<file path="config.mk">
export PLATFORM = sky130hd
export DESIGN_NAME = push_pull_fifo
export DESIGN_NICKNAME = d
export VERILOG_FILES = /design/src/rtl/push_pull_fifo.sv
export SDC_FILE = /design/constraint.sdc
export NUM_CORES = 1
export LEC_CHECK = 0
export CAP_MARGIN = 0
export CORE_MARGIN = 3
export CORE_UTILIZATION = 50
export DETAILED_ROUTE_END_ITERATION = 10
export PLACE_DENSITY = 0.79
export REMOVE_ABC_BUFFERS = 1
export SLEW_MARGIN = 20
export SYNTH_ARGS = -nofsm -noshare
export SYNTH_HDL_FRONTEND = slang
export SYNTH_SLANG_ARGS = --single-unit
</file>
<file path="constraint.sdc">
create_clock -name clock -period 4.15 [get_ports clock]
set_clock_uncertainty 0.1 [all_clocks]
set_input_delay 1.0375 -clock clock [delete_from_list [all_inputs] [get_ports clock]]
set_output_delay 1.0375 -clock clock [all_outputs]
set_load 0.005 [all_outputs]
</file>
<file path="src/rtl/push_pull_fifo.sv">
// push_pull_fifo: register-array FIFO with four-phase req/ack handshakes on both sides
//
// A writer pushes words with put_req/put_ack and a reader pulls words with
// get_req/get_ack. Each request is served at most once: its ack rises one edge
// after acceptance and stays high until the requester drops its req.
//
// Optional feature macro: PPFIFO_STATUS_EN
//   defined   -> full/empty/count ports exist, plus the "put only when !full" assertion
//   undefined -> those ports and the assertion are absent; handshakes are unchanged
//
// Ports:
//   clock      in   single clock, all state changes on posedge
//   reset_n    in   asynchronous active-low reset
//   clear      in   synchronous clear; empties the FIFO and drops both acks
//   put_req    in   writer request; put_value valid while high
//   put_ack    out  write accepted; held until put_req drops
//   put_value  in   word to enqueue
//   get_req    in   reader request
//   get_ack    out  read complete; get_value valid while high
//   get_value  out  dequeued word; held until the next accepted get
//   full       out  [PPFIFO_STATUS_EN] count == depth
//   empty      out  [PPFIFO_STATUS_EN] count == 0
//   count      out  [PPFIFO_STATUS_EN] words stored, 0..depth
module push_pull_fifo #(
    parameter int FIFO_WORD_SIZE    = 1,
    parameter int FIFO_POINTER_BITS = 2
) (
    input  logic                         clock,
    input  logic                         reset_n,
    input  logic                         clear,
    input  logic                         put_req,
    output logic                         put_ack,
    input  logic [FIFO_WORD_SIZE-1:0]    put_value,
    input  logic                         get_req,
    output logic                         get_ack,
    output logic [FIFO_WORD_SIZE-1:0]    get_value
`ifdef PPFIFO_STATUS_EN
    ,
    output logic                         full,
    output logic                         empty,
    output logic [FIFO_POINTER_BITS:0]   count
`endif
);
    localparam logic [FIFO_POINTER_BITS:0] DEPTH = {1'b1, {FIFO_POINTER_BITS{1'b0}}};

    logic [FIFO_WORD_SIZE-1:0]    mem [0:(1<<FIFO_POINTER_BITS)-1];
    logic [FIFO_POINTER_BITS-1:0] wr_ptr;
    logic [FIFO_POINTER_BITS-1:0] rd_ptr;
    logic [FIFO_POINTER_BITS:0]   level;
    logic                         put_acc;
    logic                         get_acc;

    // Acceptance is judged on the pre-edge level, so a put at full is refused
    // even when a get completes on the same edge, and a get on empty never sees
    // a word written that same edge.
    always_comb begin
        put_acc = put_req && !put_ack && (level != DEPTH);
        get_acc = get_req && !get_ack && (level != '0);
    end

    // Storage has no reset; only words behind valid pointers are ever read.
    always_ff @(posedge clock) begin
        if (put_acc && !clear)
            mem[wr_ptr] <= put_value;
    end

    always_ff @(posedge clock or negedge reset_n) begin
        if (!reset_n) begin
            wr_ptr    <= '0;
            rd_ptr    <= '0;
            level     <= '0;
            put_ack   <= 1'b0;
            get_ack   <= 1'b0;
            get_value <= '0;
        end else if (clear) begin
            wr_ptr    <= '0;
            rd_ptr    <= '0;
            level     <= '0;
            put_ack   <= 1'b0;
            get_ack   <= 1'b0;
            get_value <= '0;
        end else begin
            if (put_acc)
                wr_ptr <= wr_ptr + FIFO_POINTER_BITS'(1);
            if (get_acc) begin
                rd_ptr    <= rd_ptr + FIFO_POINTER_BITS'(1);
                get_value <= mem[rd_ptr];
            end
            level   <= level + (FIFO_POINTER_BITS+1)'(put_acc) - (FIFO_POINTER_BITS+1)'(get_acc);
            // An ack rises on acceptance and then tracks its req until the req drops.
            put_ack <= put_req && (put_ack || put_acc);
            get_ack <= get_req && (get_ack || get_acc);
        end
    end

`ifdef PPFIFO_STATUS_EN
    always_comb begin
        full  = (level == DEPTH);
        empty = (level == '0);
        count = level;
    end

    put_only_when_not_full: assert property (
        @(posedge clock) disable iff (!reset_n) put_acc |-> !full
    );
`endif

endmodule

</file>
Word-level counts from Yosys, hierarchy flattened:

Memories as Yosys holds them, arrays and structs flattened.
Index checks and enable logic that the tools add are counted.

* RAM bits: 4
* word-level logic and storage cells: 38
* flip-flop bits (word level): 10
* memories: 1

* multiplexer cells: 11
* reductions and logical operators: 15
* add/subtract/negate cells: 4
* eq/ne operators: 1

Memory list
* mem: words 4, width 1, read ports 1, clocked after Yosys merged registers in 0, wr ports 1, line 46 `logic [FIFO_WORD_SIZE-1:0] mem [0:(1<<FIFO_POINTER_BITS)-1];`

Operator list (count)
* $mux W2: 4
* $logic_and A1 B1 Y1: 7
* $mux W1: 6
* $add A2 B1 Y2 const B: 2
* $reduce_bool A2 Y1: 2
* $add A3 B1 Y3: 1
* $logic_not A1 Y1: 3
* $mux W3: 1
* $ne A3 B3 Y1 const B: 1
* $reduce_bool A3 Y1: 1
* $sub A3 B1 Y3: 1
* $logic_or A1 B1 Y1: 2

Logic depth before layout (Yosys ltp):

Gate-level depths: netlist (run 1).

* depth in word-level cells: 6
* depth in mapped cells: 10
* mapped depth without buffers: 10

Worst setup path after synthesis (run 1):

Ideal clock, no wire load.

* kind: input -> register
* start point: in get_req
* end point: reg level[2]
* library setup time: 0.119 ns
* stages: 9
* data required time: 3.931 ns
* setup slack: 1.469 ns
* arrival: 2.462 ns
* buffers on the path: 0
* cell sequence: or2b_2 -> nor2_1 -> ha_1 -> inv_1 -> ha_1 -> inv_1 -> fa_1 -> xnor2_1 -> nor2_1

* cells in the longest elaborated chain, start to end: 4

RTL lines
* start, declared: line 34 `input logic get_req,`
* $logic_and A1 B1 Y1 (2 in series): line 58 `get_acc = get_req && !get_ack && (level != '0);`
* $sub A3 B1 Y3: line 89 `level <= level + (FIFO_POINTER_BITS+1)'(put_acc) - (FIFO_POINTER_BITS+1)'(get_acc);`
* $mux W3: line 75 `end else if (clear) begin`
* end signal, assigned: line 89
* end, declared: line 49 `logic [FIFO_POINTER_BITS:0] level;`

Every way passes these cells.
A chain may end at the register's enable or synchronous reset.

Final worst setup path (run 1):

Ends and elaborated chain as after synthesis.

==> results summary, run 1 <==
The cts-stage hold buffer count is 0. Setup repair after global routing left no endpoint under its margin. The share of post-route cells with drive strength above 1 came out at 11.69%. The post-synthesis area per instance came out at 11.64 sq um. Summing the areas of all fa, ha and maj instances in the mapped netlist gives 12.38% of the synthesized area.

Summed over all cells, the static leakage comes to 0.0003941 uW. The synthesized-area fraction occupied by ao, oa, aoi and oai cells came out at 10.91%. The source-to-sink clock delay at the later pin of the worst-skew pair is 0.27 ns. For the final routed database, the setup TNS stands at 0 ns. The number of synthesized register bits is 14. The post-cts gate resize count is 0. For the pin with the worst max-slew slack, the measured transition is 0.4795 ns. The worst-case vdd ir drop is 0.2125 mV. Summing the areas of all and, or, nand and nor instances in the mapped netlist gives 18.57% of the synthesized area. The nature of the critical path startpoint is a primary input. The area growth from synthesis to layout came out at 15.80%. After the last flow step, the layout net total stands at 91. In the layout the commonest cells are 10 x dfrtp_1, 8 x clkdlybuf4s50_1, 6 x inv_1, 6 x ha_1, 5 x nor2_1. TritonCTS built the clock tree.

The total of warnings raised by yosys came out at 0. The detailed-router iteration count before antenna repair is 4. The worst setup path is captured at a register. In this run the number of H-tree levels came out at 1. The detailed-route wire length is 1224 microns. The initial antenna violation count came out at 0. The number of slew-limit violations in the final report came out at 0. The flow ran to the end, and the final reports show no timing, DRC or antenna violations. The remaining design rule violation count came out at 0.

The areal power density over the cells came out at 477.7 nW/um^2. Of the available clock period, the critical path in the final layout requires 73.29%. The global-route total usage across every layer is 15.38%. The total via count after detailed routing is 484. In this run, CTS created clock tree buffers numbering 3. The width of the chip came out at 45.20 microns. In this run the worst setup path begins at get_req. The post-synth design cell area is 768.2 sq um.

The aggregate global routing overflow is 0. The xor-xnor portion of the synthesized cell area is 2.280%. The half-perimeter wire length after placement came out at 944.9 microns. The number of buffers on the longest clock path came out at 2. The average wire length per cell after detail routing is 13.30 microns. The CTS sink count is 14. The headroom to the max-slew limit is 67.58%. After synthesis, the share of cell area in mux cells is 2.932%. The startpoint identified for the worst register-to-register timing path is level[1].

Synthesis handed over a netlist of 66 instances. The average vias per placed instance is 5.261. The total core area is 1366 sq um.

The unique cell type count in the Yosys netlist came out at 28. The max-capacitance violation count is 0. STA puts the critical path data arrival time at 3.09 ns.

The number of setup violations in the final report is 0. The share of synthesized area occupied by flip-flops and latches is 48.21%. Once detail routing completed, the nets flagged for antenna violations numbered 0. The min-delay analysis places its worst path in the category register to register.

After synthesis, the largest family of logic cells by area is simple AND/OR/NAND/NOR gates. The count of buffers from port buffering is 8. Timing would allow up to 0.3288 GHz. The number of failing hold endpoints at the final stage came out at 0.

The pin count of the biggest net entering global routing came out at 12. The die covers 2043 sq um. The data required time at the worst endpoint is 4.20 ns.

The routability-driven placement congestion ratio came out at 0.7608. The row count is 13. The effective utilization at floorplan came out at 56.23%. The number of global-route vias before repair came to 468.

Sorting the synthesized cells by area gives the leading types as dfrtp_1 33%, edfxtp_1 16%, ha_1 9.8%, and2_1 3.3%, inv_1 2.9%. The fraction of synthesized cell area taken by the top area cell type is 32.57%. The dominant cell type by area after synthesis is dfrtp_1.

The cell count after placement is 88. The number of diodes added for antenna fixing came out at 0. The worst setup path is of the primary input to register kind. The first global-routing pass estimated 2159 microns of wire. The detailed router finished its first iteration with 8 violations.

During I/O placement, the number of pins put on the boundary was 9. The hold path startpoint is get_value. The commonest non-fill, non-tap cell in the layout is dfrtp_1. Clock-pin slew was measured on the worst setup and hold paths at 0.08 ns. The master cell of the clock root buffer is clkbuf_4. The height of the chip came out at 45.20 microns.

After clock tree synthesis, the setup repair step added 0 buffers. The final non-filler cell total came out at 92. The maximum net fanout on the critical path is 4.

The final critical path time including I/O delays and setup came out at 3.042 ns.
[worst paths after layout]
kind                       slack (ns)  cells after the start        end
setup / recovery                 1.11                     10   level[2]
hold / removal                   0.45                      2  get_value
setup reg to reg                 1.85                      9   level[2]
hold reg to reg                  0.45                      2  get_value
max in group asynchronous        2.66                      1  wr_ptr[0]
min in group asynchronous        0.98                      1  get_value
[flip-flops by register name (all words and copies together), names as in the netlist]
signal and flops:
mem 4, wr_ptr 2, get_ack 1, get_value 1, put_ack 1, rd_ptr 2, level 3
[metrics by stage]
stage	area [sq um]	setup WS (ns)	util (%)	hold slack [ns]	total power, uW
floorplan	754.5	1.469	-	0.4322	292.1
global placement	853.3	0.8385	62.45	0.4335	329.6
detailed placement	853.3	0.8211	62.45	0.4412	335.7
CTS	889.6	1.113	65.11	0.4533	431.8
global route	889.6	1.003	65.11	0.4966	463.9
finish	889.6	1.108	65.11	0.4457	425.0
[Yosys cell counts]
cell / instances
or3_1: 2
and2_1: 4
o21ai_0: 4
edfxtp_1: 4
and2b_2: 1
xor2_1: 1
a311oi_2: 1
nor3b_1: 1
or3b_1: 1
or2b_2: 1
or3_4: 1
ha_1: 6
a31o_1: 1
mux4_2: 1
a21oi_1: 4
fa_1: 1
clkbuf_8: 1
nor4b_1: 1
nand2b_1: 2
nor3_1: 1
xnor2_1: 1
dfrtp_1: 10
o211a_1: 2
nor2_1: 5
nand3_1: 1
nor2b_1: 1
nand2_1: 1
inv_1: 6
[report_power, final]
part	internal, uW	switching [uW]
clock network	53.3	39.6
registers	165	29.4
logic	74.3	63.1
total	293	132
[critical path: stages]
cell,delay (ns)
clkdlybuf4s50_1,0.50
or2b_2,0.33
nor2_1,0.16
ha_1,0.25
inv_1,0.05
ha_1,0.13
inv_1,0.05
fa_1,0.37
xnor2_1,0.16
nor2_1,0.05
[cells by family after synthesis]
group,after synthesis
flip-flops,14
buffers and inverters,7
multiplexers,1
XOR/XNOR,2
AO/OA/AOI/OAI,12
AND/OR/NAND/NOR,23
adder cells (fa/ha/maj),7
[per-layer routing]
metal	up-vias	global-route usage [%]	part of all wire [%]
li1	252	-	-
met1	216	20.92	48
met2	14	21.47	46
met3	2	4.781	4.8
met4	0	8.772	0.98
met5	-	0	0
[area by class of cell]
cell class / instances / area [sq um]
well taps: 15 / 18.77
repair buffers: 8 / 80.08
multi-input cells: 45 / 361.6
clock buffers: 4 / 36.28
fillers: 115 / 476.7
flip-flops and latches: 14 / 370.4
inverters: 6 / 22.52
Power figures use the tool's default switching activity.
==> run 2: changes to the inputs <==
Clock period 4.15 ns to 3 ns, I/O delays scaled along.
==> run 2 against run 1 <==
Compared with the run above:
- clock-buffer cell count is 1 lower
- first-iteration DRC count stayed put
- final cell count up 4.3%
- via count up 8.5%
- total power increased by 37%
- sequential cell count is the same
- worst setup slack got worse by 0.82 ns
- critical path depth unchanged
- hold slack improved by 0.012 ns
- global-route usage increased by 1.3 points
- die area unchanged
- critical endpoint unchanged
- largest cell class unchanged
==> results summary, run 2 (synthesis results as in run 1) <==
The global-route total usage across every layer is 16.72%. The count of buffers from port buffering is 8. The net switching share of the total power is 32.93%. After clock tree synthesis, the clock-pin slew on the worst setup and hold paths is 0.08 ns. The path class of the tightest hold or removal check is register to register. The total net switching power came out at 191.7 uW. STA classifies the critical path endpoint as a register. The leakage power figure came out at 0.0004080 uW.

The final worst slack is 0.2905 ns. CTS saw 14 sinks. The detailed-router iteration count before antenna repair is 4. The ratio of final minimum period to clock period is 90.32%.

The DRC marker count from the first detailed-route iteration came out at 8. The worst register-to-register path begins at level[1]. The share of post-route cells with drive strength above 1 is 14.81%.

The number of failing hold endpoints at the final stage came out at 0. The number of slew-limit violations in the final report is 0. The flop-to-flop setup slack came out at 0.68 ns. The worst hold slack after final layout came out at 0.4580 ns. The number of H-tree levels came out at 1. The first-pass GRT wire length came out at 2373 microns.

In this run the horizontal extent of the chip is 45.20 microns. The slew at the pin closest to its max-slew limit is 0.5137 ns. In this run the remaining antenna-violating nets after routing total 0.

From bottom edge to top edge, the die measures 45.20 microns. The fill cell instance count of the final layout is 96. The clock power share is 18.3%. The library cells used most frequently in the layout, excluding fill and tap cells, are 10 x dfrtp_1, 8 x clkdlybuf4s50_1, 6 x inv_1, 6 x ha_1, 5 x nor2_1. The areal power density over the cells is 640.1 nW/um^2. The number of diodes added for antenna fixing is 0. The worst-case vdd ir drop came out at 0.3924 mV.

Setup repair after global routing left no endpoint under its margin. After global routing the overflow that remains totals 0. The number of cells traversed by the worst hold path came out at 2.

The routability-driven placement congestion ratio is 0.7349. The setup TNS is 0 ns. In this run the clock root is driven by a clkbuf_4.

The remaining design rule violation count came out at 0. The row count is 13. Buffers added to address setup during post-CTS repair amount to 0. The number of cells on the worst reg-to-reg path came out at 9. The worst setup path is launched from a primary input. The final route contains 525 vias.

The number of flip-flops under the largest register name is 4. The number of global-route vias before repair is 577. The total core area is 1366 sq um. The later pin in the worst-skew pair is clocked with a latency of 0.28 ns. Combinational logic is responsible for 35.5% of the overall power. Once the clock tree was built, the resizer swapped 0 gates to a different size. Relative to the synthesized area, the layout overhead comes to 18.40%. The biggest cell delay along the critical path came out at 0.48 ns. In this run the most critical hold path is launched from get_value.

9 I/O pins were placed. The floorplan step defined a die boundary enclosing 2043 sq um. The highest clock frequency the design can meet came out at 0.3691 GHz. The largest registers in the layout are mem x4, level x3. After detailed routing, the number of vias per cell comes to 5.469. The max-capacitance violation count came out at 0.

Tracing the worst setup path back leads to its startpoint at get_req. The sequential group share of total power came out at 46.2%. The multi-input combinational cells in the finished layout cover a total of 361.6 sq um. The worst register-to-register path ends at level[2]. After legalization and detailed placement, the total HPWL measured 1038 microns. The register with the most flip-flops in the final layout is mem. The TritonCTS clock tree is yes. Prior to clock tree synthesis, the placed netlist has a worst setup slack of 0.003299 ns. The number of setup violations in the final report came out at 0.

The run finished with clean final reports. Of all nets on the critical path, the largest fanout is 2. The slowest stage of the critical path belongs to the cell clkdlybuf4s50_1. The detailed-route wire length came out at 1303 microns. The effective utilization at floorplan is 56.23%. The data required time at the worst endpoint is 3.08 ns. The final critical path time including I/O delays and setup came out at 2.710 ns. The data arrival at the endpoint of the critical path came out at 2.79 ns. The clock buffer count from CTS is 3. The initial antenna violation count came out at 0. The register area is 370.4 sq um. The signal on the critical path passes through clkdlybuf4s50_1, or2b_2, nor2_1, ha_1, inv_1, ha_1, inv_1, fa_1, xnor2_1, nor2_1. The number of buffers on the longest clock path is 2. The headroom to the max-slew limit is 65.27%. The worst setup path is of the primary input to register kind. The pin count of the biggest net entering global routing came out at 11.

The library cell used most frequently in the layout, excluding fill and tap cells, is dfrtp_1. The cell count after placement is 92. The worst-case hold path end point is get_value. The final net count is 95. The final non-filler cell total is 96.

The cts-stage hold buffer count came out at 0. The average wire length per cell after detail routing is 13.57 microns. The design internal power came out at 390.5 uW.
[run 2: cell type report]
class / count / area share, %
inverters: 6 / 2.476
multi-input cells: 45 / 39.75
flip-flops and latches: 14 / 40.72
repair buffers: 12 / 12.10
clock inverters: 1 / 0.4127
clock buffers: 3 / 2.476
well taps: 15 / 2.063
[run 2: power groups by stage]
stage,Sequential (uW),Clock (uW),Combinational (uW)
floorplan,264,0,140
global placement,269,0,200
detailed placement,273,0,207
CTS,269,109,209
global route,276,121,236
finish,269,107,207
[run 2: per-layer routing]
layer | vias up | wire (microns) | GRT usage [%]
li1 | 260 | - | -
met1 | 248 | 546 | 18.67
met2 | 13 | 655 | 27.68
met3 | 4 | 74 | 5.976
met4 | 0 | 27 | 8.772
met5 | - | 0 | 0
[run 2: through the flow]
stage	cell area, sq um	total power (uW)	util [%]
after CTS	909.6	587.4	66.58
after global placement	883.3	469.4	64.65
final	909.6	582.2	66.58
after detailed placement	883.3	480.2	64.65
after floorplan	754.5	404.0	-
after global routing	909.6	632.2	66.58
[run 2: worst max path at each step]
stage,end,slack [ns]
floorplan,level[2],0.61
global placement,level[2],0.08
detailed placement,level[2],0.003
CTS,level[2],0.29
global route,level[2],0.21
finish,level[2],0.29
[run 2: critical path, delay by kind of cell]
family        cells  cell delay, ns
xor+xnor          1            0.17
fa+ha+maj         3            0.76
buf+inv           3            0.59
simple gates      3            0.52
==> RTL edit: new RTL, flow settings as in run 2 <==
Add a define of `PPFIFO_STATUS_EN`.
--- a/src/rtl/push_pull_fifo.sv
+++ b/src/rtl/push_pull_fifo.sv
@@ -23,2 +23,4 @@
 //   count      out  [PPFIFO_STATUS_EN] words stored, 0..depth
+`define PPFIFO_STATUS_EN
+
 module push_pull_fifo #(
Function (old outputs only; new: count, empty and full): kept (Yosys induction, for registers that start in step).
==> RTL edit against run 2 <==
  * Register-to-register slack lost 0.04 ns
  * Synthesized area grew 1.1%
  * Synthesized cell count is the same
  * Power grew 13%
  * Sequential cell count is the same
  * Via count grew 2.7%
  * Largest power group is now combinational logic
  * Largest cell class unchanged
  * Wire length grew 6.7%
  * First-iteration DRC count grew 38%
  * Global-route usage shrank 0.61 points
  * Worst setup slack gained 0.032 ns
  * Non-clock buffer count grew 6
  * Final area grew 8.4%
==> RTL edit: results (changes against run 2) <==
| Metric | Value |
|---|---|
| R2R depth | `10 (was 9)` |
| Worst-margin pin slew | `0.4746 ns (was 0.5137 ns)` |
| Iteration-0 DRC Markers | `11 (was 8)` |
| Finished Core Util | `71.31% (was 66.58%)` |
| Nets | `101 (was 95)` |
| Routed wire per std cell | `13.63 um (was 13.57 um)` |
| Synth Area in Adders | `12.24% (was 12.38%)` |
| Mux contribution to synthesized area | `2.899% (was 2.932%)` |
| Compound-Gate Fraction of Synth Area | `11.76% (was 10.91%)` |
| HP Class | `reg -> reg (unchanged)` |
| Placed Cells | `98 (was 92)` |
| Critical-path maximum fanout | `3 (was 2)` |
| Total GRT Usage | `16.12% (was 16.72%)` |
| Max IR drop VDD | `0.0003794 V (was 0.0003924 V)` |
| Vias per inst | `5.284 (was 5.469)` |
| HPWL Detailed | `1.081 mm (was 1.038 mm)` |
| P_int | `0.4391 mW (was 0.3905 mW)` |
| Vias in the first global route | `534 (was 577)` |
| IO Port Bufs | `13 (was 8)` |
| Final hold slack | `0.4467 ns (was 0.4580 ns)` |
| Reg2reg start | `count[1] (was level[1])` |
| Pre-CTS setup slack | `0.02275 ns (was 0.003299 ns)` |
| FMAX | `0.3735 GHz (was 0.3691 GHz)` |
| Wire length of the first global-routing pass | `2.311 mm (was 2.373 mm)` |
| Syn Area/Cell | `11.77 um2 (was 11.64 um2)` |
| Post-synthesis xor/xnor area fraction | `2.254% (was 2.280%)` |
| Sequential area share after synthesis | `47.67% (was 48.21%)` |
| Synth area leaders | `dfrtp_1 (32%), edfxtp_1 (15%), ha_1 (9.7%), and2_1 (3.2%), nor4b_4 (3.1%) (was dfrtp_1 (33%), edfxtp_1 (16%), ha_1 (9.8%), and2_1 (3.3%), inv_1 (2.9%))` |
| Crit path arrival time | `2.74 ns (was 2.79 ns)` |
| DP Area | `959.7 um2 (was 883.3 um2)` |
| Sw Pwr | `0.2162 mW (was 0.1917 mW)` |
| Via count | `539 (was 525)` |
| Status | `finished clean (unchanged)` |
| Commonest cells post-synth | `dfrtp_1 (10), ha_1 (6), inv_1 (6) (unchanged)` |
| Leakage | `0.4465 nW (was 0.4080 nW)` |
| Netlist cell types | `30 (was 28)` |
| FILL cells | `103 (was 96)` |
| CP peak stage delay | `0.51 ns (was 0.48 ns)` |
| Seq. pwr | `0.267 mW` |
| CP Capture Point | `count[2] (was level[2])` |
| Fraction of layout cells with a size suffix above 1 | `19.54% (was 14.81%)` |
| GP Congestion | `0.7887 (was 0.7349)` |
[RTL edit: worst max-delay path: cells and delay by family]
kind,cells,cell delay (ns)
XOR/XNOR,1,0.16
AND/OR/NAND/NOR,3,0.46
buffers and inverters,3,0.61
adder cells (fa/ha/maj),3,0.75
[RTL edit: layer usage]
metal	track usage [%]	up-vias	routed length, um
li1	-	270	-
met3	3.557	2	48
met4	8.772	0	22
met2	24.23	13	670
met5	0	-	0
met1	21.43	254	649
[RTL edit: cells by family after synthesis]
kind of cell / after synthesis
adders and majority gates: 7
AOI/OAI and AO/OA: 12
muxes: 1
buffers and inverters: 9
DFF: 14
xor gates and xnor gates: 2
and+or+nand+nor: 21
[RTL edit: cell type report]
type	instances	area share [%]
Sequential cell	14	37.56
Tap cell	15	1.904
Inverter	8	3.299
Timing Repair Buffer	18	17.01
Multi-Input combinational cell	43	37.56
Clock buffer	4	2.665
